`src/rtl/paddle_pkg.sv`:
```
// Shared types and constants for the breakout paddle datapath.
// Default geometry, FSM state encoding and the speed-doubling helper.
package paddle_pkg;

    typedef enum logic [1:0] {
        IDLE   = 2'd0,
        MOVE_L = 2'd1,
        MOVE_R = 2'd2
    } paddle_state_t;

    localparam int X_W             = 10;
    localparam int SCREEN_W_DEF    = 640;
    localparam int PADDLE_W_DEF    = 64;
    localparam int X_INIT_DEF      = 288;
    localparam int STEP_DIV_DEF    = 250000;
    localparam int ACCEL_TICKS_DEF = 32;
    localparam int STEP_MAX        = 4;
    localparam int STEP_W          = 3;

    // 1 -> 2 -> 4, then holds at STEP_MAX.
    function automatic logic [STEP_W-1:0] step_double(input logic [STEP_W-1:0] s);
        logic [STEP_W-1:0] r;
        if (s >= STEP_W'(STEP_MAX / 2))
            r = STEP_W'(STEP_MAX);
        else
            r = {s[STEP_W-2:0], 1'b0};
        return r;
    endfunction

endpackage

```
`src/rtl/tick_divider.sv`:
```
// Free-running timebase: one-cycle tick every DIV enabled clocks.
// Count freezes while en is low, so no tick is lost or added across a hold.
module tick_divider #(
    parameter int DIV = 4
) (
    input  logic clk,
    input  logic reset,
    input  logic en,
    output logic tick
);

    localparam int CNT_W = $clog2(DIV);
    localparam logic [CNT_W-1:0] LAST = CNT_W'(DIV - 1);

    logic [CNT_W-1:0] r_cnt;
    logic             w_last;

    assign w_last = (r_cnt == LAST);

    always_ff @(posedge clk) begin
        if (reset)
            r_cnt <= '0;
        else if (en)
            r_cnt <= w_last ? '0 : r_cnt + CNT_W'(1);
    end

    assign tick = en & w_last;

endmodule

```
`src/rtl/paddle_motion_ctrl.sv`:
```
// Paddle X sequencer: button levels -> clamped X, one move per tick, frozen by pause.
// x_pos/moving update on the tick edge; optional speed ramp under PADDLE_ACCEL_EN.
module paddle_motion_ctrl
    import paddle_pkg::*;
#(
    parameter int SCREEN_W    = SCREEN_W_DEF,
    parameter int PADDLE_W    = PADDLE_W_DEF,
    parameter int X_INIT      = X_INIT_DEF,
    parameter int STEP_DIV    = STEP_DIV_DEF,
    parameter int ACCEL_TICKS = ACCEL_TICKS_DEF
) (
    input  logic           clk,
    input  logic           reset,
    input  logic           pause,
    input  logic           move_left,
    input  logic           move_right,
    output logic [X_W-1:0] x_pos,
    output logic           moving,
    output logic           at_left,
    output logic           at_right
);

    localparam logic [X_W-1:0] RLIM   = X_W'(SCREEN_W - PADDLE_W);
    localparam logic [X_W-1:0] X_RST  = X_W'(X_INIT);

    logic          w_run;
    logic          w_tick;
    paddle_state_t r_state;
    paddle_state_t w_state_nxt;
    logic [X_W-1:0]    r_x;
    logic [X_W-1:0]    w_x_nxt;
    logic [X_W:0]      w_sum;
    logic [STEP_W-1:0] w_step;

    assign w_run = ~pause;

    tick_divider #(
        .DIV (STEP_DIV)
    ) u_tick_divider (
        .clk   (clk),
        .reset (reset),
        .en    (w_run),
        .tick  (w_tick)
    );

    always_ff @(posedge clk) begin
        if (reset) begin
            r_state <= IDLE;
            r_x     <= X_RST;
        end else begin
            r_state <= w_state_nxt;
            r_x     <= w_x_nxt;
        end
    end

    // Direction and move are both taken from the buttons seen at this tick.
    always_comb begin
        w_state_nxt = r_state;
        w_x_nxt     = r_x;
        w_sum       = {1'b0, r_x} + (X_W + 1)'(w_step);
        if (w_tick) begin
            case ({move_left, move_right})
                2'b10:   w_state_nxt = MOVE_L;
                2'b01:   w_state_nxt = MOVE_R;
                default: w_state_nxt = IDLE;
            endcase
            case (w_state_nxt)
                MOVE_L:  w_x_nxt = (r_x < X_W'(w_step)) ? '0 : r_x - X_W'(w_step);
                MOVE_R:  w_x_nxt = (w_sum > {1'b0, RLIM}) ? RLIM : w_sum[X_W-1:0];
                default: w_x_nxt = r_x;
            endcase
        end
    end

`ifdef PADDLE_ACCEL_EN
    localparam int HOLD_W = $clog2(ACCEL_TICKS + 1);

    logic [STEP_W-1:0] r_step;
    logic [STEP_W-1:0] w_step_nxt;
    logic [HOLD_W-1:0] r_hold;
    logic [HOLD_W-1:0] w_hold_nxt;
    logic [HOLD_W-1:0] w_hold_cur;
    logic [HOLD_W-1:0] w_hold_inc;
    logic              w_restart;

    // The tick that enters a move state counts as its first held tick.
    always_comb begin
        w_restart  = (w_state_nxt != r_state) || (w_state_nxt == IDLE);
        w_step     = w_restart ? STEP_W'(1) : r_step;
        w_hold_cur = w_restart ? '0 : r_hold;
        w_hold_inc = w_hold_cur + HOLD_W'(1);
        w_step_nxt = r_step;
        w_hold_nxt = r_hold;
        if (w_tick) begin
            if (w_state_nxt == IDLE) begin
                w_step_nxt = STEP_W'(1);
                w_hold_nxt = '0;
            end else if (w_hold_inc == HOLD_W'(ACCEL_TICKS)) begin
                w_step_nxt = step_double(w_step);
                w_hold_nxt = '0;
            end else begin
                w_step_nxt = w_step;
                w_hold_nxt = w_hold_inc;
            end
        end
    end

    always_ff @(posedge clk) begin
        if (reset) begin
            r_step <= STEP_W'(1);
            r_hold <= '0;
        end else begin
            r_step <= w_step_nxt;
            r_hold <= w_hold_nxt;
        end
    end
`else
    logic [31:0] w_unused_accel;

    assign w_unused_accel = 32'(ACCEL_TICKS);
    assign w_step         = STEP_W'(1);
`endif

    assign x_pos    = r_x;
    assign moving   = (r_state != IDLE);
    assign at_left  = (r_x == '0);
    assign at_right = (r_x == RLIM);

endmodule

```
`config.mk`:
```
export PLATFORM = sky130hd
export DESIGN_NAME = paddle_motion_ctrl
export DESIGN_NICKNAME = d
export VERILOG_FILES = /design/src/rtl/paddle_pkg.sv /design/src/rtl/tick_divider.sv /design/src/rtl/paddle_motion_ctrl.sv
export SDC_FILE = /design/constraint.sdc
export NUM_CORES = 1
export LEC_CHECK = 0
export ABC_AREA = 1
export BUFFER_PORTS_ARGS = -buffer_cell sky130_fd_sc_hd__buf_4
export CAP_MARGIN = 10
export CORE_ASPECT_RATIO = 1.1
export CORE_MARGIN = 3
export CORE_UTILIZATION = 60
export CTS_CLUSTER_SIZE = 10
export DETAILED_ROUTE_END_ITERATION = 10
export GPL_ROUTABILITY_DRIVEN = 0
export HOLD_SLACK_MARGIN = 0.12
export PLACE_DENSITY = 0.82
export SYNTH_ARGS = -nofsm -noshare
export SYNTH_HDL_FRONTEND = slang
export SYNTH_SLANG_ARGS = --single-unit
```
`constraint.sdc`:
```
create_clock -name clk -period 3.45 [get_ports clk]
set_input_delay 0.1725 -clock clk [delete_from_list [all_inputs] [get_ports clk]]
set_output_delay 0.1725 -clock clk [all_outputs]
set_load 0.01 [all_outputs]
```
==> summary.md, run 1 <==
| Metric | Value |
|---|---|
| Dominant cells by area after synthesis | dfxtp_1 29%, nand2_1 12%, nor2_1 8.3% |
| FP Rows | 21 |
| Die extent in y | ~67 µm |
| Clock latency reported for the late side of the worst-skew pair | approximately 320 ps |
| Worst R2R Setup Slack | around 1600 ps |
| Sequential standard cell area | approximately 600 µm² |
| Cell Pwr Density | about 270 nW/µm² |
| F_max | around 550 MHz |
| Number of flops mapped to enable cells by yosys | 0 |
| Filler Cell Count | 294 |
| Most frequently used cell type in the post-synthesis netlist | nand2_1 |
| Number of global-route vias before repair | around 1800 |
| Class of the tightest hold or removal check | input port to register |
| Crit-path cells | ha_1, inv_1, nor2_2, nand2_1, nand2_1, nand3_1, nor2_1, nand2_1, nand2_2, nand3_1, a21oi_1 |
| Prevailing post-synth register cell | dfxtp_1 |
| Area of the die | just over 4000 µm² |
| Peak supply drop | 0.230 mV |
| Resized cells post-CTS | 0 |
| Number of buffers created by CTS | 5 |
| Ratio of final minimum period to clock period | between 50% and 60% |
| Longest individual stage delay on the worst path | ~450 ps |
| Worst EP arrival | around 2100 ps |
| Total congestion overflow | 0 |
| Relative slew slack | about 70% |
| Share of Yosys cell area claimed by the top area cell type | between 20 and 30% |
| Final antenna-violating net count | 0 |
| Result of the run | finished, final reports clean |
| R2R Path End | x_pos[7] |
| Synth Area per Inst | between 6 and 7 µm² |
| DPL Wire Length | between 3000 and 4000 µm |
| Setup repair after global routing missed its margin | no |
| Count of final hold-check violations | 0 |
| Type of origin of the critical path | register |
| Total Routing Usage GR | approximately 24% |
| CP Capture Type | register |
| Register bit total from synthesis | 30 |
| Initial cell density of the core | 64.7% |
| Design Power | about 0.6 mW |
| Crit path max-delay cell type | dfxtp_1 |
| Required time at the worst-slack endpoint | roughly 3700 ps |
| Area of the multi-input gates | between 1000 and 1500 µm² |
| IO buf count | 17 |
| Sink count of the clock tree | 30 |
| Hold buffer count at CTS | 1 |
| Synth unique cells | 35 |
| Count of pins over their slew limit | 0 |
| Synth top cells by count | 65 x nand2_1, 45 x nor2_1, 37 x inv_1 |
| Register clock-pin slew on the reported worst setup and hold paths | roughly 100 ps |
| Worst reg2reg startpoint | x_pos[1] |
| Count of synthesis-stage warnings from yosys | 0 |
| Static leakage power | just under 1 nW |
| Count of inserted antenna diode cells | 0 |
| Setup violations, final | 0 |
| Largest net degree at the start of global routing | 12 |
| Final period demand of the worst path | between 1500 and 2000 ps |
| Total negative slack for setup checks | 0 ps |
| Drt via density | 5.60 |
| Post-detailed-route wirelength per cell | about 13 µm |
| Top fanout value on the critical path | 7 |
| Cell taking the most area after synthesis | dfxtp_1 |
| Number of antenna violations at the first check in global routing | 0 |
| Layout Nets | ~340 |
| DR DRC count | 0 |
| Layout Area Growth over Synthesis | 7.85% |
| Top Ports | 18 |
| Number of iterations in the first detailed-routing pass | 4 |
| Starting DRT DRC Count | between 150 and 200 |
| Layout cells sized above 1 | around an eighth |
| Post-CTS setup buffer count | 0 |
| Global-route wire length before repair | 7570 µm |
| Die W | approximately 62 µm |
| Max-capacitance violation count | 0 |
| Buffer type at the clock tree root | clkbuf_4 |
| Maximum number of buffers from clock root to sink | 2 |
| First element of the critical path | x_pos[1] |
| Core outline area | around 3200 µm² |
| Worst Path Class, Setup | register to register |
| H-Tree Depth | 2 |
| Sequential cell area fraction in the yosys report | 29.4% |
| Post-Syn Instances | approximately 320 |
| Transition time of the tightest slew-check pin | around 430 ps |
| R2r worst-path depth | 11 |
| Post-Syn Nets | between 300 and 400 |
| Most repeated library cell on the critical path | nand2_1 |
| Critical Path Sink | x_pos[7] |
| Total routed wirelength | about 4600 µm |
| CTS tree | done |
| Fin Clk Skew | between 10 and 15 ps |
| Combined area of all synthesized cells | a little over 2000 µm² |
| FFs w/ async S/R, synth | 0% |
| Via count of the routed design | around 2000 |
[per-stage QoR]
step,hold slack [ps],worst slack (ps),utilization (%),instances,area (µm²)
final,179,1640,69.8,364,2200
after global routing,215,1480,69.8,364,2200
after CTS,173,1670,69.8,364,2200
after detailed placement,453,1680,67.8,357,2140
after global placement,447,1720,67.8,357,2140
after floorplan,362,1890,-,316,2040
[power by group]
group / total (mW) / internal (mW) / switching, mW
sequential: 0.350 / 0.348 / 0.00165
combinational: 0.0321 / 0.0104 / 0.0217
clock: 0.202 / 0.0917 / 0.111
[state kept, by name (all words and copies together), names as in the netlist]
| name | count |
|---|---|
| u_tick_divider.r_cnt | 18 |
| r_state | 2 |
| x_pos | 10 |
[worst min-delay path by stage]
stage / from / to / slack (ps) / cells after the start
final: pause / u_tick_divider.r_cnt[0] / 180 / 3
after detailed placement: reset / u_tick_divider.r_cnt[6] / 450 / 2
after global routing: pause / u_tick_divider.r_cnt[0] / 210 / 3
after global placement: reset / x_pos[0] / 450 / 2
after floorplan: reset / u_tick_divider.r_cnt[17] / 360 / 3
after CTS: pause / u_tick_divider.r_cnt[0] / 170 / 3
[per-layer routing]
layer	track usage, %	vias up	routed length [µm]
met5	0	-	0
met4	9.28	0	80
met3	5.16	10	282
met2	42.1	81	2370
met1	27.8	898	1870
li1	-	1051	-
[area by class of cell]
type	instances	area share [%]
Multi-Input combinational cell	233	54.6
Sequential cell	30	27.3
Inverter	43	7.62
Timing Repair Buffer	18	6.26
Clock buffer	6	2.33
Tap cell	34	1.93
[critical path: cells and delay by family (launching register included)]
family                   cells  cell delay [ps]
flip-flops                   1              450
buffers and inverters        1               70
adder cells (fa/ha/maj)      1              260
AND/OR/NAND/NOR              8              810
AO/OA/AOI/OAI                1              160
[placed cells by master, fill, tap and decap left out, types with 4 or more instances in the layout]
cell type and count:
o21ai_0 12, nand4_1 7, inv_2 4, ha_1 6, dfxtp_1 30, nand3_1 24
xor2_1 11, nor3_1 12, a21oi_1 22, buf_4 17, inv_1 37, nor2_1 45
o21ai_1 7, clkbuf_4 5, nand2_1 65
[kinds of logic (layout without fill, tap and decap cells)]
logic type,after synthesis,count (layout),share of synthesized area [%]
AOI/OAI and AO/OA,46,46,12.1
xor gates and xnor gates,13,13,5.58
adders and majority gates,6,6,3.68
buffers and inverters,53,67,11.7
DFF,30,30,29.4
and+or+nand+nor,168,168,37.4
No activity file was read; power rests on OpenSTA's default activity.
==> run 2: changes to the inputs <==
CORE_UTILIZATION = 53   (was 60)
PLACE_DENSITY = 0.77   (was 0.82)
clock period = 1.6 ns   (was 3.45 ns; I/O delays follow)
==> run 2 against run 1 <==
The flow now finishes with violations (negative setup slack). Clock power grew to 3.1 times the previous value. Die area up 12%. Global-route usage shrank 0.66 points.
==> summary.md, run 2 (same netlist as run 1, synthesis figures left out) <==
| Metric | Value |
|---|---|
| Result of the run | complete, but fails checks |
| Maximum number of buffers from clock root to sink | 2 |
| Crit-path cells | buf_12, nand2_1, nor2_2, nand2_1, nand2_1, nand3_1, nor2_1, nand2_1, nand2_4, nand3_1, a21oi_1 |
| Count of inserted antenna diode cells | 0 |
| Count of final hold-check violations | 0 |
| Fin Clk Skew | 3.25 ps |
| Max-capacitance violation count | 0 |
| Post-route cell area | between 2000 and 3000 µm² |
| Post-placement cell area | 2400 µm² |
| Count of pins over their slew limit | 0 |
| Largest net degree at the start of global routing | 12 |
| Final antenna-violating net count | 0 |
| Register share of total power | slightly above 50% |
| Filler Cell Count | 269 |
| Final period demand of the worst path | around 1700 ps |
| Switching power as a share of total power | about 24% |
| Required time at the worst-slack endpoint | approximately 1800 ps |
| Part of the total power dissipated in combinational logic | approximately 6.4% |
| Number of antenna violations at the first check in global routing | 0 |
| Global route hottest layer | met2 |
| Post-detailed-route wirelength per cell | roughly 15 µm |
| GR Util met1 | approximately 27% |
| Total Routing Usage GR | 23.4% |
| Core outline area | approximately 3700 µm² |
| Most frequent standard cell in the layout excluding fill and tap cells | nand2_1 |
| Top fanout value on the critical path | 10 |
| Dominant delay contributor by cell family on the critical path | simple AND/OR/NAND/NOR gates |
| Area of the multi-input gates | ~1400 µm² |
| Worst Path Class, Setup | register to register |
| Worst setup timing slack at the placement stage | -47.9 ps |
| Longest individual stage delay on the worst path | around 360 ps |
| Relative slew slack | between 70% and 80% |
| Relative contribution of the clock network to total power | a little over two fifths |
| Total congestion overflow | 0 |
| Class of the tightest hold or removal check | input port to register |
| Sink count of the clock tree | 30 |
| Buffer type at the clock tree root | clkbuf_8 |
| Cell Pwr Density | roughly 520 nW/µm² |
| Commonest non-fill, non-tap cells in the layout | 62 x nand2_1, 49 x buf_4, 34 x inv_1, 34 x nor2_1, 21 x dfxtp_1 |
| Setup WS post-layout | -121 ps |
| DPL Wire Length | between 3000 and 4000 µm |
| Worst EP arrival | ~1900 ps |
| Top register by number of flip-flops | u_tick_divider.r_cnt |
| Die W | 65.1 µm |
| Violations in the final reports | negative setup slack |
| Final-layout worst hold slack | 196 ps |
| Static leakage power | approximately 1.3 nW |
| Layout Nets | 385 |
| Register clock-pin slew on the reported worst setup and hold paths | 70 ps |
| Via count of the routed design | 2336 |
| Crit path max-delay cell type | dfxtp_1 |
| Sequential standard cell area | ~620 µm² |
| Total routed wirelength | between 6000 and 7000 µm |
| Number of global-route vias before repair | approximately 2000 |
| Largest register FFs | 18 |
| CP Capture Type | register |
| Ratio of final minimum period to clock period | 108% |
| Layout cells sized above 1 | about a third |
| Type of origin of the critical path | register |
| CTS tree | done |
| Initial cell density of the core | a little under three fifths |
| Buffers and inverters on the worst path | 1 |
| Setup violations, final | 10 |
| H-Tree Depth | 2 |
| Number of iterations in the first detailed-routing pass | 4 |
| Peak supply drop | 0.545 mV |
| Met2 Track Usage GR | between 40 and 50% |
| Number of buffers created by CTS | 5 |
| IO buf count | 17 |
| Top Ports | 18 |
| Die extent in y | slightly above 70 µm |
| Area of the die | between 4000 and 5000 µm² |
| Layout Area Growth over Synthesis | 39.7% |
| Pint | ~1.1 mW |
| Global-route wire length before repair | 8540 µm |
| Clock latency reported for the late side of the worst-skew pair | roughly 280 ps |
| Switch Pwr | around 0.36 mW |
| DR DRC count | 0 |
| Design Power | about 1.5 mW |
| Drt via density | ~5.5 |
| Starting DRT DRC Count | approximately 300 |
| Most repeated library cell on the critical path | nand2_1 |
| Global routing usage on met3 | 4.60% |
| Transition time of the tightest slew-check pin | 344 ps |
| Cell total after placement | ~400 |
| F_max | between 500 and 600 MHz |
| Setup repair after global routing missed its margin | yes |
| FP Rows | 23 |
| Non-filler instance count after layout | around 430 |
run 2: cell count changes in the layout (fill, tap and decap cells not counted), sizes merged:
cell	before	now
clkbuf	6	7
clkinvlp	0	1
clkinv	2	3
dlygate4sd3	1	2
nor2	49	50
buf	17	56
inv	41	42
run 2: worst register-to-register path: cells and delay by family (launching register included):
kind                   cells  cell delay, ps
AO/OA/AOI/OAI              1             180
buffers and inverters      1             130
flip-flops                 1             360
AND/OR/NAND/NOR            9             990
run 2: layer usage:
layer	wire length, µm	vias up
met5	0	-
met4	310	0
met3	345	40
met2	3150	107
met1	2370	1052
li1	-	1137
run 2: repair_timing:
action                                  CTS  global route
gates resized for setup                   7            66
hold buffers                              2             0
pin swaps                                 0            27
setup buffers                             0             8
endpoints found under the hold margin    10             0
cloned                                    1             2
endpoints found under the setup margin    7            21
run 2: final timing paths:
check | startpoint | endpoint | slack [ps] | cells past startpoint
worst max-delay path | x_pos[2] | x_pos[7] | -120 | 11
worst min-delay path | move_left | r_state[0] | 200 | 4
worst max register to register | x_pos[2] | x_pos[7] | -120 | 11
worst min register to register | u_tick_divider.r_cnt[0] | u_tick_divider.r_cnt[0] | 490 | 2
run 2: area by class of cell:
type / count / share of cell area (%)
Clock inverter: 1 / 0.176
Tap cell: 50 / 2.20
Sequential cell: 30 / 21.8
Multi-Input combinational cell: 234 / 49.1
Clock buffer: 7 / 3.03
Timing Repair inverter: 2 / 0.571
Inverter: 43 / 6.46
Timing Repair Buffer: 58 / 16.7
run 2: per-stage QoR:
step           util, %  TNS (ps)
4_1_cts           69.0     -11.5
6_report          77.3      -534
5_1_grt           77.3     -1770
3_3_place_gp      65.3     -92.3
2_1_floorplan        -         0
3_5_place_dp      65.3      -116
run 2: power groups by stage:
| stage | Clock [mW] | Combinational, mW | Sequential [mW] |
|---|---|---|---|
| floorplan | 0 | 0.0476 | 0.771 |
| global placement | 0 | 0.0680 | 0.772 |
| detailed placement | 0 | 0.0679 | 0.772 |
| CTS | 0.645 | 0.0741 | 0.755 |
| global route | 0.670 | 0.102 | 0.754 |
| finish | 0.635 | 0.0955 | 0.753 |
==> run 3: changes to the inputs <==
CORE_UTILIZATION = 59   (was 53)
PLACE_DENSITY = 0.81   (was 0.77)
clock period = 1.7 ns   (was 1.6 ns; I/O delays follow)
==> run 3 against run 2 <==
The flow now finishes without violations. Setup slack improved by 150 ps. Clock power decreased by 12%. Register-to-register slack improved by 150 ps. Power decreased by 9.8%. Count of clock-buffer cells in the layout unchanged. Global-route usage increased by 3.6 points.
==> summary.md, run 3 (same netlist as run 1, synthesis figures left out) <==
| Metric | Value |
|---|---|
| Clock latency reported for the late side of the worst-skew pair | between 300 and 400 ps |
| Register clock-pin slew on the reported worst setup and hold paths | 100 ps |
| Count of inserted antenna diode cells | 0 |
| Buffer type at the clock tree root | clkbuf_4 |
| Top register by number of flip-flops | u_tick_divider.r_cnt |
| Static leakage power | ~1.1 nW |
| Initial cell density of the core | 64.1% |
| Setup violations, final | 0 |
| Post-route cell area | 2570 µm² |
| CP Capture Type | register |
| Relative slew slack | 70.7% |
| Layout Nets | roughly 360 |
| Post-detailed-route wirelength per cell | between 10 and 15 µm |
| Most frequent standard cell in the layout excluding fill and tap cells | nand2_1 |
| Type of origin of the critical path | register |
| Transition time of the tightest slew-check pin | between 400 and 500 ps |
| Top Ports | 18 |
| Result of the run | finished, final reports clean |
| Count of final hold-check violations | 0 |
| Filler Cell Count | approximately 210 |
| Sink count of the clock tree | 30 |
| Total Routing Usage GR | 27.0% |
| Longest individual stage delay on the worst path | approximately 390 ps |
| Setup WS post-layout | between 20 and 30 ps |
| Layout Area Growth over Synthesis | 26.3% |
| Die extent in y | 67.7 µm |
| Crit-path cells | inv_4, ha_4, nand2_1, nor2_1, nand4_1, buf_4, nand3_1, nand3_1, a21oi_1, a21oi_1 |
| FP Rows | 21 |
| Count of pins over their slew limit | 0 |
| Top fanout value on the critical path | 5 |
| Post-placement cell area | approximately 2300 µm² |
| IO buf count | 17 |
| Total negative slack for setup checks | 0 ps |
| Number of buffers created by CTS | 5 |
| Worst Path Class, Setup | register to register |
| Total routed wirelength | 5670 µm |
| Total congestion overflow | 0 |
| Area of the multi-input gates | ~1400 µm² |
| Via count of the routed design | between 2000 and 2500 |
| Number of global-route vias before repair | 2058 |
| Class of the tightest hold or removal check | input port to register |
| DPL Wire Length | roughly 3800 µm |
| Sequential standard cell area | ~630 µm² |
| Crit path max-delay cell type | dfxtp_4 |
| Starting DRT DRC Count | roughly 160 |
| Final period demand of the worst path | between 1500 and 2000 ps |
| Area of the die | approximately 4200 µm² |
| F_max | ~600 MHz |
| Layout cells sized above 1 | between 20% and 30% |
| Cell Pwr Density | roughly 520 nW/µm² |
| Largest net degree at the start of global routing | 12 |
| Core outline area | 3180 µm² |
| DR DRC count | 0 |
| CTS tree | done |
| Required time at the worst-slack endpoint | 1920 ps |
| Worst EP arrival | ~1900 ps |
| Worst setup timing slack at the placement stage | -72.0 ps |
| Global-route wire length before repair | 8470 µm |
| Peak supply drop | between 0.5 and 0.6 mV |
| H-Tree Depth | 2 |
| Maximum number of buffers from clock root to sink | 2 |
| Largest register FFs | 18 |
| Number of iterations in the first detailed-routing pass | 4 |
| Number of antenna violations at the first check in global routing | 0 |
| Final antenna-violating net count | 0 |
| Commonest non-fill, non-tap cells in the layout | 59 x nand2_1, 43 x nor2_1, 35 x inv_1 |
| Drt via density | between 5 and 6 |
| Die W | 62.1 µm |
| Design Power | around 1.3 mW |
| Setup repair after global routing missed its margin | yes |
| Ratio of final minimum period to clock period | between 90% and 100% |
| Fin Clk Skew | ~9.7 ps |
| Max-capacitance violation count | 0 |
==> run 3: cell count changes in the layout (fill, tap and decap cells not counted), moves of 5 or more <==
cell,delta
nand2_2,+5
clkbuf_8,-6
clkbuf_4,+5
nor2_2,-11
nor2_1,+9
buf_4,-23
==> run 3: cell type report <==
cell class	instances	area share, %
clock inverters	1	1.17
clock buffers	7	1.75
flip-flops and latches	30	24.6
multi-input cells	233	52.6
repair buffers	33	10.9
well taps	46	2.24
inverters	43	6.75
==> run 3: final timing paths <==
| check | from | to | slack (ps) | cells past startpoint |
|---|---|---|---|---|
| min reg2reg | u_tick_divider.r_cnt[0] | u_tick_divider.r_cnt[0] | 500 | 2 |
| max | x_pos[0] | x_pos[6] | 30 | 10 |
| min | move_left | r_state[0] | 150 | 4 |
| max reg2reg | x_pos[0] | x_pos[6] | 30 | 10 |
==> run 3: layer usage <==
layer / wire length [µm] / global-route usage, %
met4: 246 / 13.8
met3: 319 / 4.97
met5: 0 / 0
met2: 2930 / 49.4
met1: 2170 / 28.3
==> run 3: what timing repair did <==
| action | 4_1_cts | 5_1_grt |
|---|---|---|
| hold endpoints to repair | 11 | 0 |
| hold buffers | 2 | 0 |
| setup buffers | 0 | 2 |
| setup endpoints to repair | 8 | 15 |
| gates resized for setup | 4 | 61 |
| pin swaps | 0 | 14 |
==> run 3: worst max-delay path, delay by kind of cell, from the launching register on <==
family                     cells  cell delay, ps
and+or+nand+nor                5             520
DFF                            1             390
buffers and inverters          2             300
AOI/OAI and AO/OA              2             200
adders and majority gates      1             150
==> run 3: power by group <==
part | internal [mW] | leakage (nW) | total [mW] | switching, mW
combinational | 0.0252 | 0.792 | 0.0760 | 0.0508
sequential | 0.698 | 0.249 | 0.703 | 0.00539
clock | 0.312 | 0.0395 | 0.559 | 0.247
==> run 3: per-stage QoR <==
stage	utilization [%]	instances	hold WS, ps
floorplan	-	316	274
global placement	71.0	381	366
detailed placement	71.0	381	369
CTS	74.1	391	149
global route	81.0	393	175
finish	81.0	393	152
